==> src/rtl/touch_led_array.sv <==
// Multi-channel touch-key front end: synchroniser, debounce, press-edge detect and LED drive per channel.
// Optional long-press clear is built only when TOUCH_LONG_PRESS_EN is defined.
module touch_led_array #(
   parameter int   CH_NUM    = 4,
   parameter int   DEB_CNT   = 999_999,
   parameter logic TOUCH_ACT = 1'b0,
   parameter int   MODE      = 0,
   parameter int   LONG_CNT  = 49_999_999
) (
   input  logic              sys_clk,
   input  logic              sys_rst,
   input  logic [CH_NUM-1:0] touch_in,
   output logic [CH_NUM-1:0] led_out,
   output logic [CH_NUM-1:0] press_pulse,
   output logic [CH_NUM-1:0] key_state,
   output logic              long_pulse
);

   localparam int              DW       = $clog2(DEB_CNT + 1);
   localparam logic [DW-1:0]   DEB_MAX  = DW'(DEB_CNT);
   localparam logic [DW-1:0]   DEB_ONE  = DW'(1);
   localparam logic [CH_NUM-1:0] IDLE_LVL = {CH_NUM{~TOUCH_ACT}};

   if ((CH_NUM < 1) || (CH_NUM > 16) || (DEB_CNT < 1) || (LONG_CNT < 1)) begin : g_param_err
      $error("touch_led_array: parameter out of range");
   end

   logic [CH_NUM-1:0] sync1_r;
   logic [CH_NUM-1:0] sync2_r;
   logic [CH_NUM-1:0] pressed_s;
   logic [CH_NUM-1:0] key_state_r;
   logic [CH_NUM-1:0] key_nxt_s;
   logic [CH_NUM-1:0] key_dly_r;
   logic [CH_NUM-1:0] rise_s;
   logic [CH_NUM-1:0] press_pulse_r;
   logic [CH_NUM-1:0] led_r;
   logic [CH_NUM-1:0] led_nxt_s;
   logic              long_pulse_r;
   logic              any_long_s;
   logic [DW-1:0]     deb_cnt_r     [CH_NUM];
   logic [DW-1:0]     deb_cnt_nxt_s [CH_NUM];

   // Two-stage synchroniser; reset loads the released pad level so a held key must requalify
   always_ff @(posedge sys_clk) begin
      if (sys_rst) begin
         sync1_r <= IDLE_LVL;
         sync2_r <= IDLE_LVL;
      end else begin
         sync1_r <= touch_in;
         sync2_r <= sync1_r;
      end
   end

   assign pressed_s = sync2_r ^ IDLE_LVL;

   // Debounce: count consecutive disagreeing samples, flip once DEB_CNT is reached, clear on agreement
   always_comb begin
      key_nxt_s = key_state_r;
      for (int i = 0; i < CH_NUM; i++) begin
         deb_cnt_nxt_s[i] = deb_cnt_r[i];
         if (pressed_s[i] != key_state_r[i]) begin
            if (deb_cnt_r[i] == DEB_MAX) begin
               key_nxt_s[i]     = ~key_state_r[i];
               deb_cnt_nxt_s[i] = '0;
            end else begin
               deb_cnt_nxt_s[i] = deb_cnt_r[i] + DEB_ONE;
            end
         end else begin
            deb_cnt_nxt_s[i] = '0;
         end
      end
   end

   assign rise_s = key_state_r & ~key_dly_r;

`ifdef TOUCH_LONG_PRESS_EN
   localparam int            LW       = $clog2(LONG_CNT + 1);
   localparam logic [LW-1:0] LONG_MAX = LW'(LONG_CNT);
   localparam logic [LW-1:0] LONG_ARM = LW'(LONG_CNT - 1);
   localparam logic [LW-1:0] LONG_ONE = LW'(1);

   logic [LW-1:0]     hold_cnt_r [CH_NUM];
   logic [CH_NUM-1:0] long_hit_s;

   // Hold counters run while the key is down, saturate at LONG_CNT and clear on release
   always_ff @(posedge sys_clk) begin
      if (sys_rst) begin
         for (int i = 0; i < CH_NUM; i++) begin
            hold_cnt_r[i] <= '0;
         end
      end else begin
         for (int i = 0; i < CH_NUM; i++) begin
            if (!key_state_r[i]) begin
               hold_cnt_r[i] <= '0;
            end else if (hold_cnt_r[i] != LONG_MAX) begin
               hold_cnt_r[i] <= hold_cnt_r[i] + LONG_ONE;
            end else begin
               hold_cnt_r[i] <= hold_cnt_r[i];
            end
         end
      end
   end

   // A channel fires on the edge its counter lands on LONG_CNT; saturation makes it once per hold
   always_comb begin
      long_hit_s = '0;
      for (int i = 0; i < CH_NUM; i++) begin
         if (key_state_r[i] && (hold_cnt_r[i] == LONG_ARM)) begin
            long_hit_s[i] = 1'b1;
         end else begin
            long_hit_s[i] = 1'b0;
         end
      end
   end

   assign any_long_s = |long_hit_s;
`else
   assign any_long_s = 1'b0;
`endif

   // LED next state: toggle on press or follow the key; a long press clears every LED and wins
   always_comb begin
      led_nxt_s = led_r;
      if (any_long_s) begin
         led_nxt_s = '0;
      end else if (MODE == 0) begin
         led_nxt_s = led_r ^ rise_s;
      end else begin
         led_nxt_s = key_state_r;
      end
   end

   // Channel state and output registers
   always_ff @(posedge sys_clk) begin
      if (sys_rst) begin
         key_state_r   <= '0;
         key_dly_r     <= '0;
         press_pulse_r <= '0;
         led_r         <= '0;
         long_pulse_r  <= 1'b0;
         for (int i = 0; i < CH_NUM; i++) begin
            deb_cnt_r[i] <= '0;
         end
      end else begin
         key_state_r   <= key_nxt_s;
         key_dly_r     <= key_state_r;
         press_pulse_r <= rise_s;
         led_r         <= led_nxt_s;
         long_pulse_r  <= any_long_s;
         for (int i = 0; i < CH_NUM; i++) begin
            deb_cnt_r[i] <= deb_cnt_nxt_s[i];
         end
      end
   end

   assign led_out     = led_r;
   assign press_pulse = press_pulse_r;
   assign key_state   = key_state_r;
   assign long_pulse  = long_pulse_r;

endmodule

==> config.mk <==
export PLATFORM = sky130hd
export DESIGN_NAME = touch_led_array
export DESIGN_NICKNAME = d
export VERILOG_FILES = /design/src/rtl/touch_led_array.sv
export SDC_FILE = /design/constraint.sdc
export NUM_CORES = 1
export LEC_CHECK = 0
export ABC_AREA = 1
export BUFFER_PORTS_ARGS = -buffer_cell sky130_fd_sc_hd__buf_2
export CORE_ASPECT_RATIO = 1.4
export CORE_MARGIN = 1.5
export CORE_UTILIZATION = 61
export CTS_CLUSTER_DIAMETER = 150
export DETAILED_ROUTE_END_ITERATION = 16
export PLACE_DENSITY = 0.79
export SLEW_MARGIN = 10
export SYNTH_ARGS = -nofsm -noshare
export SYNTH_HDL_FRONTEND = slang
export SYNTH_SLANG_ARGS = --single-unit
==> constraint.sdc <==
create_clock -name sys_clk -period 1.7 [get_ports sys_clk]
set_clock_uncertainty 0.1 [all_clocks]
set_input_delay 0.085 -clock sys_clk [delete_from_list [all_inputs] [get_ports sys_clk]]
set_output_delay 0.085 -clock sys_clk [all_outputs]
set_load 0.03 [all_outputs]
==> results.ini <==
[status]
status = finished, final reports clean

[cells_and_area]
num-nets-final = 739
layout_commonest_cell = nand2_1
multi_input_area_sq_mm = 0.00249
seqCellArea_sq_mm = 0.00208
fill_cells = 661
final_cell_mix = nand2_1 (167), nor2_1 (158), dfxtp_1 (104)
drive_gt1_share_pct = 11.6
instances_no_fill = 834
syn_to_final_growth_pct = 9.60
diodes = 0
final_util_pct = 69.0
postLayoutCellArea_sq_mm = 0.00534

[grt]
grt-ovfl-total = 0
groute.usage.overall_pct = 23.3
grt_max_degree = 21
antenna_found_initial = 0
grt_pass1_vias = 4023
grt_pass1_wl_um = 16000

[setup_path]
ff2ff_path_depth = 7
r2r_end = deb_cnt_r[1][1]
crit_fanout = 20
path_class = reg -> reg
max_stage_delay_ns = 0.38
worst_setup_path_end_kind = flop
critPathMostFrequentCell = nor2_1
critPathSlowestCell = dfxtp_1
cp_num_buf_inv = 1
endpoint = deb_cnt_r[1][1]
crit_path_start_kind = flop
r2r_start = deb_cnt_r[1][0]
path_cells = ha_2, nand3_2, nor2_1, nand3_1, nand2_1, buf_12, nor2_1
worst-endpoint-arrival_ns = 1.76
critPathTopFamily = simple AND/OR/NAND/NOR gates
cp-startpoint = deb_cnt_r[1][0]
reg2reg_setup_slack_ns = 0.1
crit_cells = 7
cp.required_ns = 1.86

[drt]
drc = 0
drt_iter0_markers = 147
firstDrtPassIters = 4
viasPerCell = 5.02
ant_nets = 0
wl_per_cell_um = 11.0
routed_wl_um = 9150
vias = 4189

[power_and_ir_drop]
swShare_pct = 20.7
total_power_mw = 4.08
combinationalPowerShare_pct = 1.8
vdd_drop_max_uv = 590
p_int_mw = 3.24
powerDensity_mw_per_mm2 = 764
clock_power_share_pct = 38.1
power_leakage_nw = 1.77
power_frac_seq_pct = 60.1
netSwitchingPower_uw = 844

[placement]
dp_hpwl_um = 6800
dpl_cell_area_sq_mm = 0.00507
gp_congestion = 0.934
port_buffers = 17
dp.cells = 813

[floorplanning]
dieWidth_um = 78.6
fp.coreArea_sq_mm = 0.00775
dieArea_sq_mm = 0.00855
fp.dieH_um = 109
rows = 38
initial_utilization_pct = 62.9
io-pin-count = 19

[clocking]
root_buffer = clkbuf_8
cts_buffer_depth = 2
htree_levels = 3
worst_skew_pair.late_latency_ns = 0.36
cts_tree = built
clock-sinks = 104
cts_setup_buffers = 0
path_clk_slew_ns = 0.09
cts_buffers = 9

[synth]
syn_avg_cell_area_sq_um = 7.00
ys_warn_count = 0
ys_types = 30
synthCells = 697
synthDominantCellAreaShare_pct = 42.7
synth_nets = 707
synthTopCellsByArea = dfxtp_1 (43%), nand2_1 (13%), nor2_1 (12%), inv_1 (5.1%), a21oi_1 (4.2%)
yosys.area.top_type = dfxtp_1
ys_ff_latch = 104
synthesis.area_sq_mm = 0.00488
yosysSeqAreaShare_pct = 42.7

[hold_path]
min_path_type = reg -> reg
whs_path_depth = 1

[timing]
finalSetupViolCount = 0
hold_violations = 0
report.final.slew_viol_count = 0
fmax_mhz = 625
fin_crit_sh_pct = 94.1
min_period_ns = 1.60

[flow_run]
maxCapViolCount = 0

## power by group through the flow
| stage | clock network (mW) | logic [mW] | registers (mW) |
|---|---|---|---|
| 2_1_floorplan | 0 | 0.0499 | 2.51 |
| 3_5_place_dp | 0 | 0.0655 | 2.51 |
| 5_1_grt | 1.69 | 0.0829 | 2.45 |
| 4_1_cts | 1.60 | 0.0743 | 2.45 |
| 6_report | 1.56 | 0.0737 | 2.45 |
| 3_3_place_gp | 0 | 0.0646 | 2.51 |
## worst register-to-register path: stages, from the launching register on
cell     delay [ns]
dfxtp_1        0.38
ha_2           0.22
nand3_2        0.16
nor2_1         0.13
nand3_1        0.15
nand2_1        0.14
buf_12         0.16
nor2_1         0.07
## metal layers
metal	vias up	wire length [um]	track usage (%)
met3	20	294	5.86
met5	-	0	0
met1	1868	4060	25.4
met2	70	4600	41.6
li1	2231	-	-
met4	0	195	11.6
## worst min path at each step
stage	start	end
floorplan	touch_in[0]	sync1_r[0]
global placement	touch_in[0]	sync1_r[0]
CTS	touch_in[3]	sync1_r[3]
finish	sync1_r[1]	sync2_r[1]
global route	touch_in[0]	sync1_r[0]
detailed placement	touch_in[0]	sync1_r[0]
## area by class of cell
| type | instances | area share (%) |
|---|---|---|
| flip-flops and latches | 104 | 39.0 |
| multi-input cells | 518 | 46.5 |
| inverters | 67 | 4.71 |
| repair buffers | 29 | 3.75 |
| well taps | 100 | 2.34 |
| clock inverters | 3 | 0.749 |
| clock buffers | 13 | 2.97 |
## flip-flops by register name, summed over array words and instances (netlist names)
| name | flops |
|---|---|
| key_state | 4 |
| led_out | 4 |
| sync1_r | 4 |
| press_pulse | 4 |
| key_dly_r | 4 |
| deb_cnt_r | 80 |
| sync2_r | 4 |
## cell usage after synthesis, drive strengths merged
cell type  number
dfxtp         104
xnor2          11
inv            67
xor2           21
nand2         170
ha              4
o21ai          17
nor3            2
a21oi          42
nand3b          2
or2            22
conb            1
nand3          40
clkbuf          1
nand4           8
o21bai          3
nor2          175
buf             7
## repair_timing
action | in CTS | in global routing
resized for setup | 0 | 5
hold buffers | 5 | 0
endpoints found under the setup margin | 0 | 21
endpoints found under the hold margin | 5 | 0
## per-stage QoR
step	setup WS, ns	setup TNS, ns	hold WS [ns]
floorplan	0.142	0	0.0888
global placement	0.137	0	0.174
detailed placement	0.0597	0	0.170
CTS	0.0475	0	0.309
global route	-0.000133	-0.000133	0.311
finish	0.0998	0	0.320
## logic make-up after synthesis
logic type / share of synthesized area [%]
simple gates: 37.1
flops: 42.7
buf+inv: 6.72
compound gates: 6.59
xor+xnor: 5.75
fa+ha+maj: 1.03
other cells: 0.0769
No activity file was read; power rests on OpenSTA's default activity.
